$ cat config.mk
export PLATFORM = sky130hd
export DESIGN_NAME = instruction_fetch_unit
export DESIGN_NICKNAME = d
export VERILOG_FILES = /design/src/rtl/instruction_fetch_unit_pkg.sv /design/src/rtl/instruction_fetch_unit_next_pc_logic.sv /design/src/rtl/instruction_fetch_unit.sv
export SDC_FILE = /design/constraint.sdc
export NUM_CORES = 1
export LEC_CHECK = 0
export CAP_MARGIN = 30
export CORE_MARGIN = 4
export CORE_UTILIZATION = 36
export DETAILED_ROUTE_END_ITERATION = 7
export HOLD_SLACK_MARGIN = 0.02
export PLACE_DENSITY = 0.63
export SLEW_MARGIN = 20
export SYNTH_ARGS = -nofsm -noshare
export SYNTH_HDL_FRONTEND = slang
export SYNTH_SLANG_ARGS = --single-unit
$ cat constraint.sdc
create_clock -name clk -period 3.5 [get_ports clk]
set_input_delay 0.35 -clock clk [delete_from_list [all_inputs] [get_ports clk]]
set_output_delay 0.35 -clock clk [all_outputs]
set_load 0.05 [all_outputs]
$ cat src/rtl/instruction_fetch_unit_pkg.sv
// Shared definitions for the instruction fetch unit: opcode values, fetch FSM
// state encoding and the default PC width.
package instruction_fetch_unit_pkg;

  localparam int unsigned PC_WIDTH_DEFAULT = 32'd12;

  localparam logic [3:0] OP_LOAD  = 4'b0000;
  localparam logic [3:0] OP_STORE = 4'b0001;
  localparam logic [3:0] OP_JUMP  = 4'b0010;
  localparam logic [3:0] OP_BRZ   = 4'b0100;
  localparam logic [3:0] OP_ALU   = 4'b1000;
  localparam logic [3:0] OP_ADDI  = 4'b1100;

  typedef enum logic [1:0] {
    S_REQ  = 2'd0,
    S_WAIT = 2'd1,
    S_EXEC = 2'd2,
    S_UPD  = 2'd3
  } fetch_state_e;

endpackage

$ cat src/rtl/instruction_fetch_unit_next_pc_logic.sv
// Combinational next-PC selection: jump target, zero-branch with sign-extended
// 8-bit offset, or sequential PC+1. All arithmetic wraps modulo 2^PC_WIDTH.
module instruction_fetch_unit_next_pc_logic
  import instruction_fetch_unit_pkg::*;
#(
  parameter int unsigned PC_WIDTH = PC_WIDTH_DEFAULT
) (
  input  logic [PC_WIDTH-1:0] pc,
  input  logic [15:0]         instruction,
  input  logic                load_pc_enable,
  input  logic                select_jump_pc,
  input  logic                select_branch_pc,
  input  logic                zero_flag,
  output logic [PC_WIDTH-1:0] next_pc
);

  logic [3:0]          opcode_s;
  logic [PC_WIDTH-1:0] seq_pc_s;
  logic [PC_WIDTH-1:0] branch_off_s;
  logic [PC_WIDTH-1:0] branch_pc_s;
  logic [PC_WIDTH-1:0] jump_pc_s;

  assign opcode_s     = instruction[15:12];
  assign seq_pc_s     = pc + PC_WIDTH'(1);
  assign branch_off_s = {{(PC_WIDTH - 8){instruction[7]}}, instruction[7:0]};
  assign branch_pc_s  = seq_pc_s + branch_off_s;
  assign jump_pc_s    = instruction[PC_WIDTH-1:0];

  // Select lines are only honoured for the matching opcode; stale selects fall through to PC+1.
  always_comb begin
    next_pc = seq_pc_s;
    if ((opcode_s == OP_JUMP) && load_pc_enable && select_jump_pc) begin
      next_pc = jump_pc_s;
    end else if ((opcode_s == OP_BRZ) && load_pc_enable && select_branch_pc && zero_flag) begin
      next_pc = branch_pc_s;
    end else begin
      next_pc = seq_pc_s;
    end
  end

endmodule

$ cat src/rtl/instruction_fetch_unit.sv
// Non-pipelined fetch stage: owns the PC, fetches one 16-bit instruction over a
// ready handshake with timeout/retry, presents it for one cycle, then updates PC.
module instruction_fetch_unit
  import instruction_fetch_unit_pkg::*;
#(
  parameter int unsigned PC_WIDTH = PC_WIDTH_DEFAULT,
  parameter int unsigned RESET_PC = 32'd0,
  parameter int unsigned TIMEOUT  = 32'd15
) (
  input  logic                clk,
  input  logic                rst,
  output logic [PC_WIDTH-1:0] InstMemAddress,
  output logic                InstMemRead,
  input  logic                InstMemReady,
  input  logic [15:0]         InstMemData,
  output logic [15:0]         Instruction,
  output logic                InstructionValid,
  input  logic                LoadPcEnable,
  input  logic                SelectBranchPc,
  input  logic                SelectJumpPc,
  input  logic                ZeroFlag,
  input  logic                Stall,
  output logic [PC_WIDTH-1:0] Pc,
  output logic [15:0]         RetiredCount,
  output logic                FetchError
);

  localparam int unsigned CNT_WIDTH = $clog2(TIMEOUT + 32'd1);

  fetch_state_e         state_q, state_d;
  logic [PC_WIDTH-1:0]  pc_q, pc_d;
  logic [15:0]          instr_q, instr_d;
  logic                 instr_valid_q, instr_valid_d;
  logic                 mem_read_q, mem_read_d;
  logic [15:0]          retired_q, retired_d;
  logic                 fetch_error_q, fetch_error_d;
  logic [CNT_WIDTH-1:0] wait_cnt_q, wait_cnt_d;
  logic [CNT_WIDTH-1:0] wait_cnt_inc_s;
  logic [PC_WIDTH-1:0]  next_pc_s;

  assign wait_cnt_inc_s = wait_cnt_q + CNT_WIDTH'(1);

  instruction_fetch_unit_next_pc_logic #(
    .PC_WIDTH (PC_WIDTH)
  ) u_next_pc (
    .pc               (pc_q),
    .instruction      (instr_q),
    .load_pc_enable   (LoadPcEnable),
    .select_jump_pc   (SelectJumpPc),
    .select_branch_pc (SelectBranchPc),
    .zero_flag        (ZeroFlag),
    .next_pc          (next_pc_s)
  );

  // Fetch FSM next-state and registered-output computation.
  always_comb begin
    state_d       = state_q;
    pc_d          = pc_q;
    instr_d       = instr_q;
    instr_valid_d = instr_valid_q;
    mem_read_d    = mem_read_q;
    retired_d     = retired_q;
    fetch_error_d = fetch_error_q;
    wait_cnt_d    = wait_cnt_q;
    case (state_q)
      S_REQ: begin
        mem_read_d = 1'b1;
        wait_cnt_d = '0;
        state_d    = S_WAIT;
      end
      S_WAIT: begin
        // Ready wins even on the cycle the counter would expire.
        if (InstMemReady) begin
          instr_d       = InstMemData;
          mem_read_d    = 1'b0;
          instr_valid_d = 1'b1;
          state_d       = S_EXEC;
        end else if (wait_cnt_inc_s == CNT_WIDTH'(TIMEOUT)) begin
          wait_cnt_d    = wait_cnt_inc_s;
          fetch_error_d = 1'b1;
          mem_read_d    = 1'b0;
          state_d       = S_REQ;
        end else begin
          wait_cnt_d = wait_cnt_inc_s;
        end
      end
      S_EXEC: begin
        instr_valid_d = 1'b0;
        state_d       = S_UPD;
      end
      S_UPD: begin
        if (Stall) begin
          state_d = S_UPD;
        end else begin
          pc_d      = next_pc_s;
          retired_d = retired_q + 16'd1;
          state_d   = S_REQ;
        end
      end
      default: begin
        mem_read_d    = 1'b0;
        instr_valid_d = 1'b0;
        state_d       = S_REQ;
      end
    endcase
  end

  // State and output registers with synchronous reset.
  always_ff @(posedge clk) begin
    if (rst) begin
      state_q       <= S_REQ;
      pc_q          <= PC_WIDTH'(RESET_PC);
      instr_q       <= 16'h0000;
      instr_valid_q <= 1'b0;
      mem_read_q    <= 1'b0;
      retired_q     <= 16'h0000;
      fetch_error_q <= 1'b0;
      wait_cnt_q    <= '0;
    end else begin
      state_q       <= state_d;
      pc_q          <= pc_d;
      instr_q       <= instr_d;
      instr_valid_q <= instr_valid_d;
      mem_read_q    <= mem_read_d;
      retired_q     <= retired_d;
      fetch_error_q <= fetch_error_d;
      wait_cnt_q    <= wait_cnt_d;
    end
  end

  assign InstMemAddress   = pc_q;
  assign InstMemRead      = mem_read_q;
  assign Instruction      = instr_q;
  assign InstructionValid = instr_valid_q;
  assign Pc               = pc_q;
  assign RetiredCount     = retired_q;
  assign FetchError       = fetch_error_q;

endmodule

=== After elaboration in Yosys (flattened, before gate mapping) ===
Index checks and enable logic that the tools add are counted.

* Register bits: 53
* Input bits: 24
* Output and inout bits: 59

* Add/sub/neg operators: 4
* Eq/ne operators: 9
* Multiplexer cells: 13
* Bitwise gates (word level): 2
* Reduce and logical (&&, ||, !) cells: 14

{| class="wikitable"
|+ Operator list
! cell !! number
|-
| 2-to-1 mux 12 bit || 2
|-
| adder 16 x 1 -> 16 bit, second input constant || 1
|-
| adder 12 x 1 -> 12 bit, second input constant || 1
|-
| adder 12 bit || 1
|-
| AND reduction 2 bit || 5
|-
| one-hot mux 2 bit (4 select lines) || 1
|-
| one-hot mux 4 bit (2 select lines) || 1
|-
| 2-to-1 mux 2 bit || 3
|-
| logical AND 1 bit || 5
|-
| adder 4 x 1 -> 4 bit, second input constant || 1
|-
| equality test 2 bit, second input constant || 2
|-
| equality test 4 x 2 -> 1 bit, second input constant || 1
|-
| equality test 4 x 3 -> 1 bit, second input constant || 1
|-
| equality test 4 bit, second input constant || 1
|-
| 2-to-1 mux 4 bit || 1
|-
| inequality test 2 bit, second input constant || 2
|-
| one-hot mux 1 bit (2 select lines) || 2
|-
| nonzero test 2 bit || 2
|-
| 2-to-1 mux 1 bit || 3
|-
| inequality test 3 bit, second input constant || 1
|-
| AND reduction 3 bit || 1
|-
| equality test 2 x 1 -> 1 bit, second input constant || 1
|-
| logical NOT 2 bit || 1
|-
| NOT 1 bit || 2
|}

=== Logic depth before layout (Yosys ltp) ===
Gate-level depths: netlist of run 1.

* Depth after elaboration: 6
* Gate-level depth with buffers: 12

=== Hierarchy ===
From an unflattened synthesis of run 1, not the netlist that was laid out.

* Cell total of the unflattened synthesis: 417
* Area, all modules: 3289.4 um^2

{| class="wikitable"
|+ Modules (own cells, without submodules)
! module !! times used !! cells each !! area each (um^2)
|-
| instruction_fetch_unit || 1 || 278 || 2288.4
|-
| instruction_fetch_unit_next_pc_logic || 1 || 139 || 1001.0
|}

=== Worst setup path before layout of run 1 ===
No wires, ideal clock.

* Path kind: register -> register
* Start point: register pc_q[0] (netlist: InstMemAddress[0])
* End point: register pc_q[11] (netlist: InstMemAddress[11])
* Library setup time: 81 ps
* Arrival time: 2925 ps
* Setup slack: 494 ps
* Cell stages (with the launch flop): 12
* Path buffers: 0
* Cells stage by stage: dfxtp_1 ha_1 nand3_1 xnor2_1 ha_1 a21o_1 o21bai_4 o2111ai_2 mux2i_1 and3_1 o211ai_1 a41oi_1

* Longest elaborated chain between the ends: 4

{| class="wikitable"
|+ RTL lines
! element !! line !! source
|-
| from (decl) || instruction_fetch_unit.sv:31 || <nowiki>logic [PC_WIDTH-1:0] pc_q, pc_d;</nowiki>
|-
| from (signal assigned) || instruction_fetch_unit.sv:112 || <nowiki>pc_q <= PC_WIDTH'(RESET_PC);</nowiki>
|-
| from (signal assigned) || instruction_fetch_unit.sv:121 || <nowiki>pc_q <= pc_d;</nowiki>
|-
| adder 12 x 1 -> 12 bit (*) || instruction_fetch_unit_next_pc_logic.sv:24 || <nowiki>assign seq_pc_s = pc + PC_WIDTH'(1);</nowiki>
|-
| adder 12 bit || instruction_fetch_unit_next_pc_logic.sv:26 || <nowiki>assign branch_pc_s = seq_pc_s + branch_off_s;</nowiki>
|-
| 2-to-1 mux 12 bit (*) || instruction_fetch_unit_next_pc_logic.sv:34 || <nowiki>end else if ((opcode_s == OP_BRZ) && load_pc_enable && select_branch_pc && zero_flag) begin</nowiki>
|-
| 2-to-1 mux 12 bit (*) || instruction_fetch_unit_next_pc_logic.sv:32 || <nowiki>if ((opcode_s == OP_JUMP) && load_pc_enable && select_jump_pc) begin</nowiki>
|}

Mark *: on every way between the ends. The rest lies on a longest branch, timed or not.
A chain may end at the register's enable or synchronous reset.

=== Final worst setup path of run 1 ===
* Start point: register pc_q[4] (netlist: InstMemAddress[4])
* End point: register pc_q[11] (netlist: InstMemAddress[11])

The elaborated chain is that of the path after synthesis.

==> reports/results.ini, run 1 <==
[timing]
whs_ns=0.487
tightest_slew_ns=0.708
period_needed_ns=2.95
timing.fmax_mhz=339
clock_skew_ns=0.00935
hold_viol_final=0
slew_viol_final=0
rsz0062_at_grt=no
final.setup.tns_ns=0
max_slew_margin_pct=52.6
setup_viol=0
finalCritPeriodShare_pct=84.2

[floorplanning]
io_pins=83
num_rows=33
die_area_sq_mm=0.0103
die_h_microns=101
start_util_pct=37.6
core_region_area_sq_mm=0.00834
dieWidth_microns=101

[clock_network]
cts-root-buf=clkbuf_8
path_clk_slew_ns=0.11
tritoncts=yes
htreeDepth=2
numCtsBuffers=5
clock_sinks=53
clk_path_buf_depth=2
cts_resized=0
holdBufCountCts=0
post_cts_buffers=0
clk_latency_ns=0.31

[synth]
synth.distinct_cells=50
avgSynthCellArea_sq_um=7.92
synth_ff_type=dfxtp_1
netlist.top_cell.by_area=dfxtp_1
syn-num-nets=439
netlist_area_sq_mm=0.00314
synth_edf_count=0
synthCells=396
synthMostInstantiatedCell=nand2_1
yosysTopAreaCellShare_pct=33.8
yosysSeqAreaShare_pct=33.8
synth_seq_cells=53
ys_async_sr_fraction_pct=0
synth.top_cells.by_count=nand2_1 (59), dfxtp_1 (53), a21oi_1 (42), nor2_1 (42)
yosys_warnings=0
synth_area_leaders=dfxtp_1 (34%), ha_1 (7.2%), nand2_1 (7.1%)

[detailed_routing]
drt_iter0_markers=106
first_pass_iters=4
routedWlPerCell_microns=15.1
num_vias=2997
ant_nets=0
routed_wl_microns=8550
via_per_inst=5.28
route.detailed.drc=0

[final_layout]
drive_gt1_share_pct=5.40
antenna_cells=0
final_nets=505
stdcell_count=568
final_util_pct=49.1
area_growth_pct=30.4

[critical_path]
required_ns=3.74
crit_fanout=7
worstPathArrival_ns=3.19
reg2reg_depth=11
worst_setup_path_end_kind=flip-flop
crit_type=reg -> reg
critPathLaunchType=flip-flop

[global_route]
grt_max_degree=33
grt.total_usage_pct=16.8
grt_pass1_vias=2838
antenna_found_initial=0
grt_overflow=0
grt_pass1_wl_microns=14200

[placement]
gp_congestion=0.824
portBuffers=82
dpl.hpwl_microns=6450
placed_cells=560

[worst_hold_path]
hold_path_depth=2
hold_class=reg -> reg

[flow_run]
cap_viol_max_count=0

[power_and_ir_drop]
powerDensity_mw_per_mm2=312
p_leak_nw=1.54
ir_drop_mv=0.183

[run_status]
status=complete, no violations

## worst max-delay path, cell delays in order (launching register included)
cell and delay (ns):
dfxtp_1 0.46, and3_1 0.25, and4_1 0.26, nand2b_1 0.08
xnor2_1 0.23, ha_1 0.32, a21oi_1 0.15, o21ai_0 0.14
nor3_1 0.19, mux2i_1 0.16, or4_1 0.43, a41oi_1 0.21
## report_power, final
part	switching [mW]	internal (mW)
combinational	0.119	0.0795
sequential	0.0241	0.619
clock	0.221	0.215
## registers in the layout (all words and copies together), names as in the netlist
name	flops
wait_cnt_q	4
RetiredCount	16
InstructionValid	1
state_q	2
InstMemRead	1
InstMemAddress	12
FetchError	1
Instruction	16
## path summary, 6_finish.rpt
kind              slack (ns)                              end                            from
setup / recovery        0.55  InstMemAddress[11]$_SDFFE_PP0P_  InstMemAddress[4]$_SDFFE_PP0P_
hold / removal          0.49     Instruction[10]$_SDFFE_PP0P_    Instruction[10]$_SDFFE_PP0P_
setup reg to reg        0.55  InstMemAddress[11]$_SDFFE_PP0P_  InstMemAddress[4]$_SDFFE_PP0P_
hold reg to reg         0.49     Instruction[10]$_SDFFE_PP0P_    Instruction[10]$_SDFFE_PP0P_
## cells by family after synthesis
logic type | share of synthesized area, %
AO/OA/AOI/OAI | 19.3
adder cells (fa/ha/maj) | 7.82
buffers and inverters | 5.66
flip-flops | 33.8
AND/OR/NAND/NOR | 23.8
XOR/XNOR | 8.66
multiplexers | 0.957
## cell usage in the layout, fill, tap and decap left out, types with 6 or more instances in the layout
cell type         n
xnor2_1          15
nand3_1          14
a21oi_1          42
buf_4             6
o211ai_1          8
dfxtp_1          53
clkdlybuf4s50_1  81
nor2_1           42
and3_1            6
inv_1             6
o21ai_0          18
nand2_1          59
xor2_1           16
ha_1             18
nor3_1            6
## area by class of cell
type	instances	area, sq um
multi-input combinational	308	1900
timing repair buffer	88	861
clock inverter	3	43.8
sequential	53	1060
clock buffer	5	68.8
tap	105	131
fill	817	4250
inverter	6	22.5
## per-stage QoR
| step | instance area (sq um) | setup slack (ns) | total power [mW] |
|---|---|---|---|
| floorplan | 3140 | 0.494 | 0.778 |
| global placement | 3980 | 0.746 | 0.854 |
| detailed placement | 3980 | 0.635 | 0.856 |
| CTS | 4090 | 0.604 | 1.30 |
| global route | 4090 | 0.320 | 1.33 |
| finish | 4090 | 0.552 | 1.28 |
## per-layer routing
layer	vias to the layer above	global-route usage, %	share of wire, %	wire length (microns)
met5	-	0	0	0
met4	0	4.40	1.2	106
met3	8	2.62	5.7	484
met2	84	28.1	48	4140
met1	1400	22.7	45	3820
li1	1505	-	-	-
No activity file was read; power rests on OpenSTA's default activity.
==> run 2, diff against run 1 <==
- PLACE_DENSITY: 0.63 -> 0.66
- clock period: 3.5 -> 2.4 ns (I/O delays scaled with it)
==> reports/results.ini, run 2 (synthesized netlist as in run 1, its figures left out) <==
[critical_path]
max_stage_delay_ns=0.49
crit_type=reg -> reg
cp_top_family=simple AND/OR/NAND/NOR gates
worst_setup_path_end_kind=flip-flop
worstPathArrival_ns=2.86
cp_slowest_cell=or4_4
crit_fanout=4
critPathBufInv=1
timing.reg2reg.setup_slack_ns=-0.21
crit_chain=buf_4 > and4_4 > nand4_1 > xnor2_2 > ha_1 > a21oi_1 > o21ai_2 > nor3_2 > mux2i_4 > or4_4 > a41oi_2
critPathLaunchType=flip-flop
required_ns=2.65

[detailed_routing]
ant_nets=0
route.detailed.drc=0
drt_iter0_markers=138
first_pass_iters=5
routed_wl_microns=9140
num_vias=3188
via_per_inst=5.23
routedWlPerCell_microns=15.0

[final_layout]
multiInputGateArea_sq_mm=0.00209
antenna_cells=0
seq_area_sq_mm=0.00109
final_nets=547
mostFrequentLayoutCells=clkdlybuf4s50_1 (81), nand2_1 (59), buf_4 (47), dfxtp_1 (42), a21oi_1 (41)
fillers=786
drive_gt1_share_pct=20.8
area_growth_pct=46.9
final_util_pct=55.3
stdcell_count=610
final_common_cell=clkdlybuf4s50_1

[timing]
setup_viol=5
tightest_slew_ns=0.689
worst_slack_ns=-0.208
timing.fmax_mhz=383
period_needed_ns=2.61
clock_skew_ns=0.00820
hold_viol_final=0
finalCritPeriodShare_pct=109
slew_viol_final=0
rsz0062_at_grt=yes
max_slew_margin_pct=53.9

[clock_network]
clk_latency_ns=0.32
htreeDepth=2
path_clk_slew_ns=0.11
clock_sinks=53
clk_path_buf_depth=2
numCtsBuffers=5
tritoncts=yes
cts-root-buf=clkbuf_8

[global_route]
grt_pass1_wl_microns=15100
grt_pass1_vias=3203
grt_overflow=0
antenna_found_initial=0
grt.total_usage_pct=18.1
grt_max_degree=28

[floorplanning]
core_region_area_sq_mm=0.00834
die_h_microns=101
dieWidth_microns=101
die_area_sq_mm=0.0103
num_rows=33
start_util_pct=37.6
io_pins=83

[placement]
placed_cells=592
dpl.hpwl_microns=6710
place_ws_ns=-0.298
gp_congestion=0.845
portBuffers=82

[power_and_ir_drop]
p_int_mw=1.25
power.share.clock_pct=30.6
switching_power_mw=0.557
p_sw_share_pct=30.8
power_mw=1.81
sequentialPowerShare_pct=51.4
powerDensity_mw_per_mm2=392
p_leak_nw=1.80
ir_drop_mv=0.230
p_comb_share_pct=18.0

[run_status]
violations=negative setup slack
status=finished with violations

[flow_run]
cap_viol_max_count=0

[worst_hold_path]
hold_class=in -> reg

[run 2: cell count changes in the layout (fill, tap and decap cells not counted), sizes merged]
cell,change
buf,+42
bufinv,-1
clkinv,-1
clkinvlp,+1
inv,+1
[run 2: worst paths after layout]
kind | start | to | cells past startpoint
worst max-delay path | InstMemAddress[0]$_SDFFE_PP0P_ | InstMemAddress[11]$_SDFFE_PP0P_ | 11
worst min-delay path | rst | InstMemAddress[1]$_SDFFE_PP0P_ | 2
worst max register to register | InstMemAddress[0]$_SDFFE_PP0P_ | InstMemAddress[11]$_SDFFE_PP0P_ | 11
worst min register to register | Instruction[8]$_SDFFE_PP0P_ | Instruction[8]$_SDFFE_PP0P_ | 2
[run 2: metal layers]
metal | part of all wire (%) | routed length, microns | track usage (%)
met5 | 0 | 0 | 0
met3 | 6.7 | 612 | 3.44
met4 | 1.4 | 128 | 6.34
met2 | 48 | 4350 | 29.5
met1 | 44 | 4050 | 24.0
[run 2: power by group through the flow]
stage               logic [mW]  clock network, mW  registers [mW]
floorplan                0.123                  0            1.00
global placement         0.308                  0           0.946
detailed placement       0.311                  0           0.947
CTS                      0.323              0.561           0.927
global route             0.349              0.598           0.933
finish                   0.325              0.553           0.928
[run 2: through the flow]
stage          hold WS [ns]  TNS [ns]  area (sq um)
2_1_floorplan         0.369    -0.251          3190
3_3_place_gp          0.459    -0.515          4270
3_5_place_dp          0.469    -0.783          4270
4_1_cts               0.385    -0.577          4530
5_1_grt               0.432     -1.62          4610
6_report              0.414    -0.713          4610
[run 2: area by class of cell]
cell class | instances | area share, %
inverter | 6 | 0.489
clock inverter | 3 | 0.543
timing repair buffer | 130 | 25.6
tap | 105 | 2.85
sequential | 53 | 23.7
clock buffer | 5 | 1.49
multi-input combinational | 308 | 45.3
[run 2: timing repair]
item | in CTS | in global routing
endpoints found under the hold margin | 0 | 0
buffers inserted | 8 | 2
endpoints found under the setup margin | 5 | 7
hold buffers | 0 | 0
pin swaps | 18 | 12
resized for setup | 19 | 11
==> run 3, diff against run 2 <==
- CORE_MARGIN: 4 -> 8
- PLACE_DENSITY: 0.66 -> 0.63
- clock period: 2.4 -> 2.5 ns (I/O delays scaled with it)
==> reports/results.ini, run 3 (synthesized netlist as in run 1, its figures left out) <==
[run_status]
status=finished with violations
violations=negative setup slack

[clock_network]
clk_path_buf_depth=2
htreeDepth=2
cts-root-buf=clkbuf_8
tritoncts=yes
numCtsBuffers=5
clock_sinks=53
path_clk_slew_ns=0.10
clk_latency_ns=0.31

[timing]
finalCritPeriodShare_pct=105
period_needed_ns=2.62
max_slew_margin_pct=57.4
clock_skew_ns=0.00559
setup_viol=3
timing.fmax_mhz=382
slew_viol_final=0
tightest_slew_ns=0.637
whs_ns=0.425
hold_viol_final=0
worst_slack_ns=-0.118
rsz0062_at_grt=yes

[critical_path]
reg2reg_depth=11
r2r_start=InstMemAddress[1]$_SDFFE_PP0P_
crit_type=reg -> reg
startpoint=InstMemAddress[1]$_SDFFE_PP0P_
worstPathArrival_ns=2.86
crit_fanout=4
required_ns=2.74
critPathLaunchType=flip-flop
worst_setup_path_end_kind=flip-flop

[detailed_routing]
ant_nets=0
route.detailed.drc=0
num_vias=3154
first_pass_iters=4
drt_iter0_markers=113
routedWlPerCell_microns=15.8
via_per_inst=5.19
routed_wl_microns=9600

[global_route]
grt.total_usage_pct=15.7
antenna_found_initial=0
grt_overflow=0
grt_pass1_vias=3057
grt_max_degree=29
grt_pass1_wl_microns=15100

[final_layout]
mostFrequentLayoutCells=clkdlybuf4s50_1 (81), nand2_1 (59), dfxtp_1 (43), buf_4 (42), nor2_1 (40)
drive_gt1_share_pct=21.4
final_common_cell=clkdlybuf4s50_1
antenna_cells=0
fillers=816
area_growth_pct=48.0
design_area_sq_mm=0.00464
final_nets=542

[worst_hold_path]
min-delay-start=rst
hold_class=in -> reg
hold_path_depth=2

[placement]
portBuffers=82
gp_congestion=0.922
placed_area_sq_mm=0.00424
dpl.hpwl_microns=6900

[power_and_ir_drop]
p_leak_nw=1.77
p_comb_share_pct=18.0
sequentialPowerShare_pct=52.2
powerDensity_mw_per_mm2=368
power.share.clock_pct=29.8
p_int_mw=1.19
switching_power_mw=0.520
power_mw=1.71
p_sw_share_pct=30.4
ir_drop_mv=0.262

[floorplanning]
num_rows=34
core_region_area_sq_mm=0.00859
dieWidth_microns=109
start_util_pct=36.5
io_pins=83
die_area_sq_mm=0.0120
die_h_microns=109

[flow_run]
cap_viol_max_count=0

==> run 3: cell types whose count changed in the layout (fill, tap and decap cells not counted), sizes merged <==
cell      change
inv           -1
clkinvlp      -1
clkbuf        +1
clkinv        +1
buf           -5
==> run 3: timing repair <==
action                                  CTS  global route
hold buffers                              0             0
gates resized for setup                  23            23
pin swaps                                19            14
endpoints found under the setup margin    4             5
setup buffers                             8             1
==> run 3: layer usage <==
metal  GRT usage [%]  vias up  wire [microns]
li1                -     1577               -
met1            20.0     1497            4390
met2            25.9       72            4580
met3            3.81        8             510
met4            4.63        0             118
met5               0        -               0
==> run 3: worst max-delay path, stage by stage, from the launching register on <==
cell and delay [ns]:
dfxtp_4 0.38, and4_4 0.25, nand4_1 0.17, xnor2_2 0.21, buf_4 0.15, ha_1 0.24
a21oi_2 0.17, o21ai_2 0.09, nor3_2 0.17, mux2i_4 0.12, or4_4 0.43, a41oi_2 0.16
==> run 3: cell type report <==
cell class	count	area [sq um]	area share, %
multi-input cells	308	2170	46.7
repair buffers	125	1140	24.6
flip-flops and latches	53	1090	23.4
well taps	108	135	2.91
clock buffers	6	72.6	1.56
inverters	6	22.5	0.485
clock inverters	2	13.8	0.296
==> run 3: worst paths after layout <==
check,to,slack [ns]
setup / recovery,InstMemAddress[11]$_SDFFE_PP0P_,-0.12
hold / removal,InstMemAddress[2]$_SDFFE_PP0P_,0.43
setup reg to reg,InstMemAddress[11]$_SDFFE_PP0P_,-0.12
hold reg to reg,FetchError$_SDFFE_PP0P_,0.48
==> run 3: power groups by stage <==
| stage | clock network [mW] | registers [mW] | logic, mW |
|---|---|---|---|
| after global placement | 0 | 0.910 | 0.292 |
| after floorplan | 0 | 0.965 | 0.118 |
| after global routing | 0.558 | 0.898 | 0.330 |
| final | 0.510 | 0.893 | 0.307 |
| after CTS | 0.530 | 0.892 | 0.303 |
| after detailed placement | 0 | 0.910 | 0.294 |
==> run 3: through the flow <==
step / setup slack, ns / setup TNS (ns) / utilization, % / cells
2_1_floorplan: -0.0902 / -0.0902 / - / 396
3_3_place_gp: -0.116 / -0.189 / 49.3 / 591
3_5_place_dp: -0.147 / -0.301 / 49.3 / 591
4_1_cts: -0.0864 / -0.0864 / 52.4 / 607
5_1_grt: -0.251 / -0.674 / 54.0 / 608
6_report: -0.118 / -0.213 / 54.0 / 608
==> patch 1, RTL diff (flow settings as in run 3) <==
Set the parameter `TIMEOUT` to 32'd16 (it was 32'd15).
--- a/src/rtl/instruction_fetch_unit.sv
+++ b/src/rtl/instruction_fetch_unit.sv
@@ -5,7 +5,7 @@
 #(
   parameter int unsigned PC_WIDTH = PC_WIDTH_DEFAULT,
   parameter int unsigned RESET_PC = 32'd0,
-  parameter int unsigned TIMEOUT  = 32'd15
+  parameter int unsigned TIMEOUT  = 32'd16
 ) (
   input  logic                clk,
   input  logic                rst,
Behaviour: same outputs for any inputs over 10 cycles, from zero or initial values and one cycle with rst high; that may be too few to reach the edited logic, so the function may still have changed.
==> patch 1 against run 3 <==
  * Sequential cell count rose by 1
  * Total power is 0.55% higher
  * Maximum frequency is 5.6% higher
  * Wire length barely moved
  * Design area decreased by 4.4%
  * First-iteration DRC count down 15%
  * Sequential share of layout area rose by 1.6 points
  * Worst setup slack better by 0.14 ns
  * Largest cell class unchanged
  * Synthesized area rose by 1.6%
  * Largest power group unchanged
  * Via count increased by 0.89%
==> patch 1: results (changes against run 3) <==
Placement
  • Port-buffer cells: 82 (unchanged)
  • Detailed Place HPWL: 7102 um (was 6898 um)
  • Placed cell count: 585 (was 591)
  • Setup WS pre-CTS: -0.04662 ns (was -0.1471 ns)
  • GPL Wtd Cong: 0.9277 (was 0.9222)
  • Placed Area: 4202 um2 (was 4238 um2)

Timing
  • Slew margin rel.: 63.90% (was 57.42%)
  • Clk_skew: 0.01688 ns (was 0.005590 ns)

Worst setup path
  • CP top delay family: simple AND/OR/NAND/NOR gates (unchanged)
  • CP max FO: 5 (was 4)
  • Max stage delay cell, worst path: dfxtp_4 (was or4_4)
  • Max incr delay on CP: 0.40 ns (was 0.43 ns)
  • Worst Path Arrival: 2.70 ns (was 2.86 ns)

Synth
  • Yosys cell types: 50 (unchanged)
  • Syn Inst Count: 401 (was 396)
  • Most common library cells after synthesis: nand2_1, dfxtp_1, a21oi_1, nor2_1, xor2_1 (was nand2_1, dfxtp_1, a21oi_1, nor2_1)
  • Yosys warns: 0 (unchanged)
  • Register area share after synthesis: 33.92% (was 33.83%)
  • Mapped Nets: 443 (was 439)
  • FFs w/ async S/R, synth: 0% (unchanged)
  • Leading post-synthesis cells by cell area: dfxtp_1, nand2_1, a21oi_1 (was dfxtp_1, ha_1, nand2_1)
  • Top_reg_cell synth: dfxtp_1 (unchanged)
  • Synth top area share: 33.92% (was 33.83%)

Final layout
  • Fillers: 807 (was 816)
  • Ant. Diodes: 0 (unchanged)
  • Final instance area: 4437 um2 (was 4643 um2)
  • Nets: 537 (was 542)
  • Share of cells above drive strength 1: 14.31% (was 21.40%)
  • Non-Filler Instances: 604 (was 608)

Detailed routing
  • WL met1: 4167 um (was 4388 um)
  • Top sig layer: met4 (unchanged)
  • DR WL/cell: 15.89 um (was 15.78 um)
  • Vias: 3182 (was 3154)
  • Met3 wire length: 640 um (was 510 um)
  • Metal2 WL: 4568 um (was 4577 um)
  • First-iteration detailed-routing DRC count: 96 (was 113)
  • DR pass1 iterations: 4 (unchanged)

Global route
  • GRT Total Usage: 15.67% (was 15.74%)
  • Vias in the first global route: 3059 (was 3057)
  • Initial antenna violation count: 0 (unchanged)
  • Largest net degree at the start of global routing: 28 (was 29)
  • Global-route wire length before repair: 15240 um (was 15070 um)

Clock tree
  • Clock Path Buffers: 2 (unchanged)
  • Inserted Clock Buffers: 5 (unchanged)
  • H-tree levels: 2 (unchanged)
  • CTS root buf: clkbuf_8 (unchanged)
  • Clock Latency Late Sink: 0.32 ns
  • CTS clock-pin slew for the worst setup and hold paths: 0.12 ns (was 0.10 ns)

Hold path
  • Class of the worst hold path: in2reg (unchanged)

Status
  • Status: complete, no violations (was finished with violations)

Pwr
  • P_leak: 1.770 nW (was 1.773 nW)
  • Peak VDD IR: 0.2249 mV (was 0.2623 mV)
-- patch 1: what timing repair did --
action	in CTS	in global routing
pin swaps	1	10
resized for setup	4	9
buffers inserted	6	5
endpoints found under the hold margin	0	0
endpoints found under the setup margin	3	4
-- patch 1: metal layers --
layer,vias up,track usage [%]
met1,1469,19.16
met2,95,26.20
li1,1599,-
met3,19,4.128
met4,0,5.014
met5,-,0
-- patch 1: worst paths after layout --
kind                                           end  slack [ns]  cells after the start         startpoint
worst max-delay path            InstMemAddress[11]        0.02                     11  InstMemAddress[3]
worst min-delay path              InstructionValid        0.36                      2                rst
worst max register to register  InstMemAddress[11]        0.02                     11  InstMemAddress[3]
worst min register to register     Instruction[11]        0.48                      2    Instruction[11]
-- patch 1: cells by family after synthesis --
kind of cell,share of synthesized area [%]
xor gates and xnor gates,8.520
and+or+nand+nor,26.19
adders and majority gates,7.303
buffers and inverters,5.575
muxes,0.6282
AOI/OAI and AO/OA,17.86
DFF,33.92
-- patch 1: worst reg2reg max path, delay by kind of cell (launching register included) --
kind	cells	cell delay, ns
AOI/OAI and AO/OA	2	0.50
adders and majority gates	1	0.20
DFF	1	0.40
buffers and inverters	1	0.14
and+or+nand+nor	6	0.98
xor gates and xnor gates	1	0.17
-- patch 1: per-stage QoR --
step / setup TNS [ns] / hold WS [ns]
after CTS: 0 / 0.3438
after global placement: 0 / 0.4590
final: 0 / 0.3553
after floorplan: 0 / 0.3860
after global routing: -0.3001 / 0.3618
after detailed placement: -0.05852 / 0.4734
-- patch 1: power by group --
group          internal [W]  leakage, nW  total [W]  switching [W]
combinational      0.000112         1.27   0.000276       0.000164
clock              0.000211       0.0506   0.000544       0.000333
sequential         0.000874        0.445   0.000900      0.0000262
-- patch 1: final cells by class --
class                   instances  area [um2]  area share, %
clock buffers                   5       68.82          1.551
clock inverters                 3       28.78         0.6486
inverters                       9       33.78         0.7614
multi-input cells             312        2011          45.32
flip-flops and latches         54        1111          25.04
well taps                     108       135.1          3.046
repair buffers                113        1049          23.63
==> patch 2, RTL diff (settings of run 3) <==
Made on the original files. Re-encode `fetch_state_e` (4 states) as one-hot, 4 bits wide.
--- a/src/rtl/instruction_fetch_unit_pkg.sv
+++ b/src/rtl/instruction_fetch_unit_pkg.sv
@@ -11,11 +11,11 @@
   localparam logic [3:0] OP_ALU   = 4'b1000;
   localparam logic [3:0] OP_ADDI  = 4'b1100;
 
-  typedef enum logic [1:0] {
-    S_REQ  = 2'd0,
-    S_WAIT = 2'd1,
-    S_EXEC = 2'd2,
-    S_UPD  = 2'd3
+  typedef enum logic [3:0] {
+    S_REQ  = 4'b0001,
+    S_WAIT = 4'b0010,
+    S_EXEC = 4'b0100,
+    S_UPD  = 4'b1000
   } fetch_state_e;
 
 endpackage
Formal check against the unedited RTL: same outputs for any inputs over 10 cycles, from zero or initial values and one cycle with rst high; not proved beyond that.
==> patch 2 against run 3 <==
  * Die area increased by 1.9%
  * Total power decreased by 0.71%
  * Maximum frequency increased by 3.0%
  * Non-clock buffer count decreased by 9
  * Wire length decreased by 1.6%
  * Utilization about the same
  * Sequential cell count increased by 2
  * Highest routed layer unchanged
  * Design area increased by 1.0%
  * Worst setup slack improved by 0.076 ns
  * The run still ends with negative setup slack left
  * Sequential power increased by 2.7%
  * Synthesized area increased by 2.3%
  * Critical endpoint unchanged
==> patch 2: results (changes against run 3) <==
Clock tree
  • CTS clock-pin slew for the worst setup and hold paths: 0.11 ns
  • Inserted Clock Buffers: 5 (unchanged)
  • H-tree levels: 2 (unchanged)
  • Clock sink total: 55 (was 53)

Placement
  • GPL Wtd Cong: 0.8694 (was 0.9222)
  • Setup WS pre-CTS: -0.06185 ns (was -0.1471 ns)
  • Detailed Place HPWL: 6512 um (was 6898 um)
  • Port-buffer cells: 82 (unchanged)
  • Placed cell count: 583 (was 591)
  • Placed Area: 4208 um2 (was 4238 um2)

Synth
  • Synth Area in XOR/XNOR: 9.009% (was 8.656%)
  • Fraction of the mapped netlist area in compound gates: 18.37% (was 19.27%)
  • Mapped Nets: 443 (was 439)
  • Most common cell in the netlist: nand2_1 (unchanged)
  • Leading post-synthesis cells by cell area: dfxtp_1, nand2_1, ha_1 (was dfxtp_1, ha_1, nand2_1)
  • Avg Synthesized Cell Area: 8.020 um2 (was 7.921 um2)
  • FFs w/ async S/R, synth: 0% (unchanged)
  • Most common library cells after synthesis: nand2_1, dfxtp_1, nor2_1, a21oi_1 (was nand2_1, dfxtp_1, a21oi_1, nor2_1)
  • Post-synthesis adder-cell area fraction: 7.644% (was 7.818%)
  • Mux contribution to synthesized area: 0.9360% (was 0.9573%)
  • Register area share after synthesis: 34.32% (was 33.83%)

Pwr
  • Peak VDD IR: 0.2276 mV (was 0.2623 mV)
  • P_leak: 1.721 nW (was 1.773 nW)
  • Int Power: 0.001199 W (was 0.001190 W)

Status
  • Failing checks: negative setup slack (unchanged)
  • Status: finished with violations (unchanged)

Final layout
  • Nets: 539 (was 542)
  • Share of cells above drive strength 1: 18.11% (was 21.40%)
  • Ant. Diodes: 0 (unchanged)

Timing
  • Final WS setup: -0.04226 ns (was -0.1185 ns)
  • Slew margin rel.: 55.69% (was 57.42%)
  • Setup TNS: -0.08194 ns (was -0.2131 ns)
  • # setup viols final: 4 (was 3)
  • Clk_skew: 0.009506 ns (was 0.005590 ns)

Detailed routing
  • DR WL/cell: 15.60 um (was 15.78 um)
  • Met3 wire length: 542 um (was 510 um)
  • Final WL: 9437 um (was 9595 um)
  • DRT antenna net count: 0 (unchanged)
  • WL met1: 4230 um (was 4388 um)
  • First-iteration detailed-routing DRC count: 105 (was 113)
  • Metal2 WL: 4572 um (was 4577 um)
  • Vias: 3119 (was 3154)

Worst setup path
  • CP max FO: 5 (was 4)
  • Crit path from: InstMemAddress[0] (was InstMemAddress[1])
  • Crit path required time: 2.69 ns (was 2.74 ns)

Global route
  • Largest net degree at the start of global routing: 26 (was 29)
  • GRT Total Usage: 14.42% (was 15.74%)
  • Vias in the first global route: 3030 (was 3057)
  • Global-route wire length before repair: 15170 um (was 15070 um)
## patch 2: changes by cell type after synthesis, sizes merged, moves of 4 or more
cell / change
o31ai: +5
and3: -4
o21ai: -9
nand4: +5
clkbuf: -4
nand2: +7
## patch 2: final timing paths
| check | endpoint | slack, ns | cells after the start |
|---|---|---|---|
| max | InstMemAddress[11] | -0.04 | 11 |
| min | InstMemRead | 0.37 | 2 |
| max reg2reg | InstMemAddress[11] | -0.04 | 11 |
| min reg2reg | Instruction[15] | 0.48 | 2 |
## patch 2: critical path, stage by stage (launching register included)
cell	delay [ns]
dfxtp_4	0.40
nand4_1	0.21
nor2_2	0.23
nand3_2	0.15
xnor2_4	0.20
ha_4	0.27
nand4_1	0.11
o21bai_4	0.19
and3b_2	0.21
o32a_1	0.28
nor2_1	0.10
a21oi_1	0.06
## patch 2: cell type report
cell class	instances	area (um2)
clock buffer	5	68.82
clock inverter	3	28.78
fill	826	3989
inverter	8	30.03
multi-input combinational	310	2225
sequential	55	1127
tap	108	135.1
timing repair buffer	116	1075
## patch 2: power by group through the flow
stage | sequential [W] | clock [W] | combinational, W
floorplan | 0.000966 | 0 | 0.000107
global placement | 0.000936 | 0 | 0.000225
detailed placement | 0.000936 | 0 | 0.000227
CTS | 0.000916 | 0.000560 | 0.000230
global route | 0.000921 | 0.000603 | 0.000254
finish | 0.000917 | 0.000548 | 0.000233
## patch 2: timing repair
action / CTS / global route
pin swaps: 11 / 14
setup buffers: 6 / 8
resized for setup: 12 / 31
hold buffers: 0 / 0
setup endpoints to repair: 4 / 5
gates cloned: 0 / 0
## patch 2: per-layer routing
layer	global-route usage, %	up-vias
met5	0	-
met4	3.964	0
met3	3.950	9
met2	24.64	81
met1	17.22	1452
li1	-	1577
